==> src/rtl/muldiv_pkg.sv <==
// Shared types for the iterative multiply/divide unit: FSM states and operation kind.
// Latency: n/a (types only).
// Backpressure: n/a.
package muldiv_pkg;

    typedef enum logic [2:0] {
        IDLE = 3'd0,
        PREP = 3'd1,
        RUN  = 3'd2,
        FIX  = 3'd3,
        DONE = 3'd4
    } state_t;

    typedef enum bit {
        OP_MULT = 1'b0,
        OP_DIV  = 1'b1
    } op_t;

    function automatic logic isBusyState(input state_t s);
        return (s == PREP) || (s == RUN) || (s == FIX);
    endfunction

endpackage

==> src/rtl/muldiv_if.sv <==
// Launch/result bundle between the control unit and muldiv_seq; abort exists only with MULDIV_ABORT_EN.
// Latency: n/a (wiring only).
// Backpressure: none; starts are ignored while busy.
interface muldiv_if #(
    parameter int WIDTH = 32
);
    logic             start_mult;
    logic             start_div;
    logic             is_signed;
    logic [WIDTH-1:0] a;
    logic [WIDTH-1:0] b;
    logic             busy;
    logic             done;
    logic             div_by_zero;
    logic [WIDTH-1:0] hi;
    logic [WIDTH-1:0] lo;
`ifdef MULDIV_ABORT_EN
    logic             abort;
`endif

    modport master (
        output start_mult, start_div, is_signed, a, b,
`ifdef MULDIV_ABORT_EN
        output abort,
`endif
        input  busy, done, div_by_zero, hi, lo
    );

    modport slave (
        input  start_mult, start_div, is_signed, a, b,
`ifdef MULDIV_ABORT_EN
        input  abort,
`endif
        output busy, done, div_by_zero, hi, lo
    );

endinterface

==> src/rtl/muldiv_sign_fix.sv <==
// Conditional two's-complement negate: res = (val ^ {inv}) + inc; inv=inc=1 negates.
// Latency: combinational.
// Backpressure: none.
module muldiv_sign_fix #(
    parameter int WIDTH = 32
) (
    input  logic [WIDTH-1:0] val,
    input  logic             inv,
    input  logic             inc,
    output logic [WIDTH-1:0] res
);
    assign res = (val ^ {WIDTH{inv}}) + {{(WIDTH-1){1'b0}}, inc};
endmodule

==> src/rtl/muldiv_seq.sv <==
// Iterative signed/unsigned multiply/divide, one bit per cycle; abort port under MULDIV_ABORT_EN.
// Latency: done WIDTH+2 edges after the start edge; divide-by-zero done right after the start edge.
// Backpressure: starts outside IDLE are dropped, no queueing; min issue interval WIDTH+3.
module muldiv_seq
    import muldiv_pkg::*;
#(
    parameter int WIDTH = 32,
    parameter int CNT_W = $clog2(WIDTH + 1)
) (
    input logic     clk,
    input logic     reset,
    muldiv_if.slave bus
);
    state_t               state, nextState;
    op_t                  opQ;
    logic                 signedQ, prodNeg, remNeg, dbzQ;
    logic [WIDTH-1:0]     aQ, bQ, mOp, rem, hiQ, loQ;
    logic [2*WIDTH-1:0]   acc;
    logic [CNT_W-1:0]     cnt;
    logic                 abortReq, startAny, signA, signB;
    logic                 busyC, doneC;
    logic [WIDTH:0]       mulSum, divShift, divDiff;
    logic [WIDTH-1:0]     fixLoIn, fixHiIn, fixLoOut, fixHiOut;
    logic                 fixLoInv, fixHiInv, fixHiInc;

`ifdef MULDIV_ABORT_EN
    assign abortReq = bus.abort & isBusyState(state);
`else
    assign abortReq = 1'b0;
`endif

    assign startAny = bus.start_mult | bus.start_div;
    assign signA    = signedQ & aQ[WIDTH-1];
    assign signB    = signedQ & bQ[WIDTH-1];

    always_ff @(posedge clk or negedge reset) begin
        if (!reset) state <= IDLE;
        else        state <= nextState;
    end

    always_comb begin
        nextState = state;
        busyC     = isBusyState(state);
        doneC     = (state == DONE);
        case (state)
            IDLE: begin
                if (bus.start_mult)     nextState = PREP;
                else if (bus.start_div) nextState = (bus.b == '0) ? DONE : PREP;
            end
            PREP:    nextState = RUN;
            RUN:     if (cnt == CNT_W'(WIDTH - 1)) nextState = FIX;
            FIX:     nextState = DONE;
            DONE:    nextState = IDLE;
            default: nextState = IDLE;
        endcase
        if (abortReq) nextState = IDLE;
    end

    assign bus.busy        = busyC;
    assign bus.done        = doneC;
    assign bus.div_by_zero = doneC & dbzQ;
    assign bus.hi          = hiQ;
    assign bus.lo          = loQ;

    // The two negators take operand magnitudes in PREP and correct result signs in FIX.
    always_comb begin
        fixLoIn  = acc[WIDTH-1:0];
        fixLoInv = prodNeg;
        fixHiIn  = (opQ == OP_MULT) ? acc[2*WIDTH-1:WIDTH] : rem;
        fixHiInv = (opQ == OP_MULT) ? prodNeg : remNeg;
        // Upper product half only absorbs the +1 when the lower half is all zeros.
        fixHiInc = (opQ == OP_MULT) ? (prodNeg & (acc[WIDTH-1:0] == '0)) : remNeg;
        if (state == PREP) begin
            fixLoIn  = aQ;
            fixLoInv = signA;
            fixHiIn  = bQ;
            fixHiInv = signB;
            fixHiInc = signB;
        end
    end

    muldiv_sign_fix #(.WIDTH(WIDTH)) uFixLo (
        .val(fixLoIn), .inv(fixLoInv), .inc(fixLoInv), .res(fixLoOut)
    );

    muldiv_sign_fix #(.WIDTH(WIDTH)) uFixHi (
        .val(fixHiIn), .inv(fixHiInv), .inc(fixHiInc), .res(fixHiOut)
    );

    assign mulSum   = {1'b0, acc[2*WIDTH-1:WIDTH]} + (acc[0] ? {1'b0, mOp} : '0);
    assign divShift = {rem, acc[WIDTH-1]};
    assign divDiff  = divShift - {1'b0, mOp};

    always_ff @(posedge clk or negedge reset) begin
        if (!reset) begin
            opQ     <= OP_MULT;
            signedQ <= 1'b0;
            prodNeg <= 1'b0;
            remNeg  <= 1'b0;
            dbzQ    <= 1'b0;
            aQ      <= '0;
            bQ      <= '0;
            mOp     <= '0;
            rem     <= '0;
            acc     <= '0;
            cnt     <= '0;
            hiQ     <= '0;
            loQ     <= '0;
        end else begin
            case (state)
                IDLE: if (startAny) begin
                    opQ     <= bus.start_mult ? OP_MULT : OP_DIV;
                    signedQ <= bus.is_signed;
                    aQ      <= bus.a;
                    bQ      <= bus.b;
                    dbzQ    <= ~bus.start_mult & (bus.b == '0);
                end
                PREP: begin
                    cnt     <= '0;
                    rem     <= '0;
                    prodNeg <= signA ^ signB;
                    remNeg  <= signA;
                    if (opQ == OP_MULT) begin
                        mOp <= fixLoOut;
                        acc <= {{WIDTH{1'b0}}, fixHiOut};
                    end else begin
                        mOp <= fixHiOut;
                        acc <= {{WIDTH{1'b0}}, fixLoOut};
                    end
                end
                RUN: begin
                    cnt <= cnt + CNT_W'(1);
                    if (opQ == OP_MULT) begin
                        acc <= {mulSum, acc[WIDTH-1:1]};
                    end else begin
                        // Restoring step: a clear borrow bit means the divisor fitted.
                        acc[WIDTH-1:0] <= {acc[WIDTH-2:0], ~divDiff[WIDTH]};
                        rem            <= divDiff[WIDTH] ? divShift[WIDTH-1:0] : divDiff[WIDTH-1:0];
                    end
                end
                FIX: if (!abortReq) begin
                    hiQ <= fixHiOut;
                    loQ <= fixLoOut;
                end
                default: ;
            endcase
        end
    end

endmodule
==> src/flat_wrapper.sv <==
// flat-port wrapper written by rule: the top's interface ports become plain ports
module muldiv_seq_flat import muldiv_pkg::*;
#(
    parameter int WIDTH = 32,
    parameter int CNT_W = $clog2(WIDTH + 1)
)
  (clk, reset, bus_start_mult, bus_start_div, bus_is_signed, bus_a, bus_b, bus_busy, bus_done, bus_div_by_zero, bus_hi, bus_lo);
  muldiv_if #(.WIDTH(WIDTH)) bus_i ();
  input logic clk;
  input logic reset;
  input wire logic [$bits(bus_i.start_mult)-1:0] bus_start_mult;
  input wire logic [$bits(bus_i.start_div)-1:0] bus_start_div;
  input wire logic [$bits(bus_i.is_signed)-1:0] bus_is_signed;
  input wire logic [$bits(bus_i.a)-1:0] bus_a;
  input wire logic [$bits(bus_i.b)-1:0] bus_b;
  output wire logic [$bits(bus_i.busy)-1:0] bus_busy;
  output wire logic [$bits(bus_i.done)-1:0] bus_done;
  output wire logic [$bits(bus_i.div_by_zero)-1:0] bus_div_by_zero;
  output wire logic [$bits(bus_i.hi)-1:0] bus_hi;
  output wire logic [$bits(bus_i.lo)-1:0] bus_lo;
  assign bus_i.start_mult = bus_start_mult;
  assign bus_i.start_div = bus_start_div;
  assign bus_i.is_signed = bus_is_signed;
  assign bus_i.a = bus_a;
  assign bus_i.b = bus_b;
  assign bus_busy = bus_i.busy;
  assign bus_done = bus_i.done;
  assign bus_div_by_zero = bus_i.div_by_zero;
  assign bus_hi = bus_i.hi;
  assign bus_lo = bus_i.lo;
  muldiv_seq #(.WIDTH(WIDTH), .CNT_W(CNT_W)) u_core (.clk(clk), .reset(reset), .bus(bus_i));
endmodule
==> config.mk <==
export PLATFORM = sky130hd
export DESIGN_NAME = muldiv_seq_flat
export DESIGN_NICKNAME = d
export VERILOG_FILES = /design/src/rtl/muldiv_pkg.sv /design/src/rtl/muldiv_if.sv /design/src/rtl/muldiv_sign_fix.sv /design/src/rtl/muldiv_seq.sv /design/src/flat_wrapper.sv
export SDC_FILE = /design/constraint.sdc
export NUM_CORES = 1
export LEC_CHECK = 0
export ABC_AREA = 1
export CORE_MARGIN = 2
export CORE_UTILIZATION = 55
export DETAILED_ROUTE_END_ITERATION = 6
export PLACE_DENSITY = 0.86
export SLEW_MARGIN = 10
export SYNTH_ARGS = -nofsm -noshare
export SYNTH_HDL_FRONTEND = slang
export SYNTH_SLANG_ARGS = --single-unit
export TNS_END_PERCENT = 10
==> constraint.sdc <==
create_clock -name clk -period 9 [get_ports clk]
set_clock_uncertainty 0.1 [all_clocks]
set_input_delay 2.7 -clock clk [delete_from_list [all_inputs] [get_ports clk]]
set_output_delay 2.7 -clock clk [all_outputs]
set_load 0.02 [all_outputs]
==> Word level (Yosys, flattened, before mapping) <==
Cells that the tools add are included.
{ "word_totals": {"reg_bits": 270, "inputBits": 69, "output_inout_bits": 67, "wordCells": 74} }
{ "op_classes": {"addsub": 5, "n_eq_ne": 9, "mux": 24, "bitwise_logic": 11, "reduce_logical": 10} }
{ "op_table": {"columns": ["cell", "count"], "rows": [
  ["2-to-1 mux 32 bit", 10],
  ["one-hot mux 64 bit (2 select lines)", 1],
  ["adder 32 x 1 -> 32 bit", 2],
  ["zero test 32 bit", 2],
  ["one-hot mux 32 bit (2 select lines)", 1],
  ["bitwise XOR 32 bit", 2],
  ["adder 32 x 33 -> 33 bit", 1],
  ["subtractor 33 x 32 -> 33 bit", 1],
  ["2-to-1 mux 3 bit", 4],
  ["one-hot mux 3 bit (4 select lines)", 1],
  ["one-hot mux 6 bit (2 select lines)", 1],
  ["AND reduction 2 bit", 4],
  ["adder 6 x 1 -> 6 bit (second input constant)", 1],
  ["equality test 3 x 2 -> 1 bit (second input constant)", 2],
  ["equality test 6 x 5 -> 1 bit (second input constant)", 1],
  ["2-to-1 mux 1 bit", 6],
  ["bitwise AND 1 bit", 5],
  ["inequality test 2 bit (second input constant)", 2],
  ["equality test 3 x 1 -> 1 bit (second input constant)", 1],
  ["equality test 3 bit (second input constant)", 1],
  ["zero test 3 bit", 1],
  ["inequality test 3 bit (second input constant)", 1],
  ["logical OR 1 bit", 2],
  ["inequality test 2 x 1 -> 1 bit (second input constant)", 1],
  ["other kinds (4)", 5]
]} }

==> Logic depth before layout (Yosys ltp) <==
{ "depth": {"word_depth": 7, "mapped_depth": 21, "ltp_nobuf": 19} }

==> Cells and area by module <==
Synthesis repeated with hierarchy kept, for this count alone.
{ "unflattened": {"hier_cells": 3243, "area_unflattened_um2": 20965.1} }
{ "by_module_without_submodules": {"columns": ["module", "n_inst", "cells_each", "area_each_um2", "seq_area_each_um2"], "rows": [
  ["muldiv_seq", 1, 2445, 17529.3, 6756.5],
  ["muldiv_sign_fix", 2, 399, 1717.9, 0.0]
]} }

==> Least setup slack after synthesis <==
Ideal clock, no wire load.
{ "synth_timing": {"kind": "input -> register", "startpoint": "input bus_start_mult", "endpoint": "register u_core.aQ[10]", "setup_time_ns": 0.133, "arrival_time_ns": 3.894, "required_ns": 8.767, "slack_ns": 4.874, "stages": 5, "path_buffers": 2, "path_cell_list": "or2_2 -> nand2_1 -> clkbuf_1 -> clkbuf_1 -> a21oi_1"} }
{ "synth_between": {"elab_chain_len": 2} }
{ "synth_rtl": {"columns": ["item", "line_no", "rtl"], "rows": [
  ["from (decl)", "flat_wrapper.sv:11", "input wire logic [$bits(bus_i.start_mult)-1:0] bus_start_mult;"],
  ["bitwise OR 1 bit", "muldiv_seq.sv:32", "assign startAny = bus.start_mult | bus.start_div;"],
  ["AND reduction 2 bit (no source line)", null, null],
  ["to (signal assigned)", "muldiv_seq.sv:114", "aQ <= bus.a;"],
  ["to (decl)", "muldiv_seq.sv:17", "logic [WIDTH-1:0] aQ, bQ, mOp, rem, hiQ, loQ;"]
]} }
No other way between the ends.
A chain may end at the register's enable or synchronous reset.

==> Final worst setup path <==
{ "layout_timing": {"startpoint": "register u_core.state[1]", "endpoint": "register u_core.mOp[11]"} }
{ "layout_between": {"elab_chain_len": 5, "elab_cells_between_ends": 11, "classes_between": "add/sub: 2; eq/ne: 1; mux: 6; bitwise: 2"} }
{ "layout_rtl": {"columns": ["item", "line_no", "rtl"], "rows": [
  ["from (decl)", "muldiv_seq.sv:14", "state_t state, nextState;"],
  ["from (signal assigned)", "muldiv_seq.sv:38", "else state <= nextState;"],
  ["equality test 3 x 1 -> 1 bit (*)", "muldiv_seq.sv:73, muldiv_seq.sv:110", null],
  ["2-to-1 mux 32 bit or 2-to-1 mux 1 bit (tied branches)", "muldiv_seq.sv:73", "if (state == PREP) begin"],
  ["bitwise XOR 32 bit", "muldiv_sign_fix.sv:12", "assign res = (val ^ {WIDTH{inv}}) + {{(WIDTH-1){1'b0}}, inc};"],
  ["adder 32 x 1 -> 32 bit", "muldiv_sign_fix.sv:12", null],
  ["2-to-1 mux 32 bit", "muldiv_seq.sv:123", "if (opQ == OP_MULT) begin"],
  ["to (signal assigned)", "muldiv_seq.sv:124", "mOp <= fixLoOut;"],
  ["to (signal assigned)", "muldiv_seq.sv:127", "mOp <= fixHiOut;"],
  ["to (decl)", "muldiv_seq.sv:17", null]
]} }
Mark *: on every way between the ends. The rest lies on a longest branch, timed or not.

==> results by group <==
Run status
  – Status: complete, no violations

Drt
  – WL/cell: 20.8 um
  – Vias per cell: 6.06
  – Initial drt markers: 3,102
  – DR vias: 22,141
  – DRC errors left: 0
  – Post-route ant nets: 0
  – Final wirelength: 76,100 um
  – Drt first pass iters: 6

Worst setup path
  – Max FO, Critical Path: 107
  – CP max stage delay: 0.84 ns
  – RR Startpoint: u_core.state[1]
  – Worst r2r path cells: 16
  – R2R Path End: u_core.mOp[11]
  – CP Cell Sequence: inv_2 -> nand3_4 -> inv_2 -> buf_4 -> nand2_1 -> nand2_1 -> nand2_1 -> nand2_1 -> nand2_1 -> nor2_1 -> nand2_1 -> nor2_2 -> xor2_1 -> nand2_1 -> o211ai_1 -> o21ai_1
  – R2R setup slack: 3.81 ns
  – Crit Path Category: flip-flop to flip-flop
  – Crit-path slowest cell: nand3_4
  – WP buf/inv: 3
  – CP endpoint kind: flip-flop
  – Worst endpoint required time: 9.34 ns
  – CP arrival: 5.53 ns
  – Crit-path leading delay family: simple AND/OR/NAND/NOR gates
  – Worst path most repeated cell: nand2_1
  – CP Launch Type: flip-flop

Flow run
  – Maxcap violations: 0

Layout
  – Design area: 22,700 um2
  – Fin nets: 3,308
  – Final Non-Filler Cells: 3,655
  – Area Growth Syn to Fin: 13.5%
  – Layout cells sized above 1: 3.76%
  – Commonest non-fill, non-tap cell in the layout: nand2_1
  – Most frequent cells in the layout: nand2_1, inv_1, dfrtp_1

Global route
  – Total gr overflow: 0
  – Antenna violations before repair: 4
  – Largest net degree at the start of global routing: 126
  – Tot GR Track Use: 39.7%
  – Vias in the first global route: 20,209
  – First-pass GRT wire length: 116,000 um

Synth
  – Cell count after synthesis: 3,115
  – Number of synthesized register bits: 270
  – Register area share after synthesis: 33.8%
  – Post-synth EDFFs: 0
  – Post-synthesis cell type count: 49
  – Commonest register cell after synthesis: dfrtp_1
  – Avg Cell Area, Syn: 6.42 um2
  – Mapped cell area: 20,000 um2
  – Asr flop ratio synth: 100%
  – Synth warn: 0
  – Net Count, Synth: 3,254

Timing
  – Worst Tran Pin Value: 1.31 ns
  – Fmax: 0.193 GHz
  – Worst relative slew slack: 12.2%
  – Fin. Hold Viols: 0
  – Period utilization: 57.7%
  – Final setup margin: 3.81 ns
  – Final TNS setup: 0 ns
  – Min Tclk post-route: 5.19 ns
  – Final Max Tran Viols: 0
  – RSZ-0062 raised after global routing: no
  – Final setup fails: 0

Clock tree
  – CTS Buf Count: 30
  – CTS tree: built
  – Number of clock sinks: 270
  – Max Buffers Root-to-Sink: 3
  – Post-CTS Setup Bufs: 0
  – Skew-Pair Late Insertion Delay: 0.59 ns
  – Clock transition at the registers of the reported paths: 0.07 ns
  – Post-CTS Hold Fix Bufs: 0
  – H-tree depth: 1
  – # resized after CTS: 0
  – Root buf cell: clkbuf_16

Place
  – Pre-CTS WS: 3.98 ns
  – Routability cong.: 1.01
  – Placed Area: 21,500 um2
  – DP HPWL: 57,600 um
  – Inst Count DP: 3,598
  – Port-buffer cells: 135

Power and ir drop
  – PD cells: 444 nW/um2
  – Worst ir drop on vdd: 393 uV
  – LEAKAGE: 11.7 nW
  – Power Total: 0.0101 W

Floorplan
  – Die W: 195 um
  – I/O pins: 136
  – Starting Density: 56.1%
  – Core Area: 35,700 um2
  – Die H: 195 um
  – Rows: 69
  – Die Area: 37,900 um2

Worst hold path
  – Worst Hold Endpoint: u_core.bus.lo[2]
  – Hold Path Class: flip-flop to flip-flop
  – Hold_sp: u_core.bus.lo[2]
  – Hold path cells: 2
==> synth_stat cells (all sizes together), types with 6 or more instances <==
master / number / area (um2)
inv: 332 / 1250
mux2: 8 / 90.1
nand2: 1138 / 4270
a31oi: 17 / 106
a21oi: 175 / 876
o21ai: 236 / 1180
or2: 9 / 56.3
nand4: 20 / 125
a22oi: 11 / 82.6
nor3: 18 / 95.1
clkbuf: 70 / 263
a21boi: 7 / 52.6
o21bai: 6 / 45.0
xor2: 26 / 228
nor2: 262 / 1020
ha: 68 / 851
a21o: 8 / 60.1
xnor2: 28 / 245
and2: 26 / 163
dfrtp: 270 / 6760
o211ai: 8 / 60.1
nand3: 235 / 1190
a221oi: 33 / 289
nor4: 12 / 75.1
buf: 61 / 327
==> sequential cells by signal, summed over array words and instances, names as in the netlist <==
signal / flops
u_core.acc: 64
u_core.aQ: 32
u_core.bQ: 32
u_core.bus.hi: 32
u_core.bus.lo: 32
u_core.mOp: 32
u_core.rem: 32
u_core.cnt: 6
u_core.state: 3
u_core.dbzQ: 1
u_core.opQ: 1
u_core.prodNeg: 1
u_core.remNeg: 1
u_core.signedQ: 1
==> stage by stage <==
stage / util (%) / hold slack [ns]
final: 63.7 / 0.380
after global placement: 60.4 / 0.364
after CTS: 63.7 / 0.389
after detailed placement: 60.4 / 0.372
after global routing: 63.7 / 0.408
after floorplan: - / 0.342
==> per-layer routing <==
layer | GRT usage [%] | wire length, um | vias up
met3 | 11.0 | 10200 | 226
met1 | 57.1 | 31700 | 10272
met2 | 56.8 | 30800 | 1481
met5 | 0 | 31 | -
met4 | 14.4 | 3350 | 4
li1 | - | - | 10158
==> worst min-delay path, cell delays in order, from the launching register on <==
cell and delay [ns]:
dfrtp_1 0.34, nand2_1 0.05, o21ai_0 0.05
==> power by group <==
group / switching [W] / internal [W]
Sequential: 0.000504 / 0.00172
Combinational: 0.00457 / 0.00182
Clock: 0.000555 / 0.000906
Total: 0.00563 / 0.00444
==> how the worst max path moves through the flow <==
| stage | depth (start not counted) | from | slack, ns | to |
|---|---|---|---|---|
| floorplan | 5 | bus_start_mult | 4.87 | u_core.aQ[10] |
| global placement | 4 | bus_start_mult | 4.03 | u_core.aQ[31] |
| detailed placement | 4 | bus_start_mult | 3.98 | u_core.aQ[1] |
| CTS | 16 | u_core.state[1] | 4.01 | u_core.mOp[11] |
| global route | 16 | u_core.state[1] | 3.45 | u_core.mOp[11] |
| finish | 16 | u_core.state[1] | 3.81 | u_core.mOp[11] |
==> cells by family after synthesis <==
family | share of synthesized area (%)
adder cells (fa/ha/maj) | 4.45
flip-flops | 33.8
AND/OR/NAND/NOR | 35.2
AO/OA/AOI/OAI | 14.6
buffers and inverters | 9.23
XOR/XNOR | 2.36
multiplexers | 0.450
==> layout make-up <==
class / count / area (um2)
fillers: 3247 / 13000
multi-input cells: 2379 / 11400
flip-flops and latches: 270 / 6760
repair buffers: 153 / 1500
inverters: 335 / 1260
clock buffers: 40 / 870
well taps: 461 / 577
clock inverters: 15 / 292
diodes: 2 / 5.00
Power figures use the tool's default switching activity.
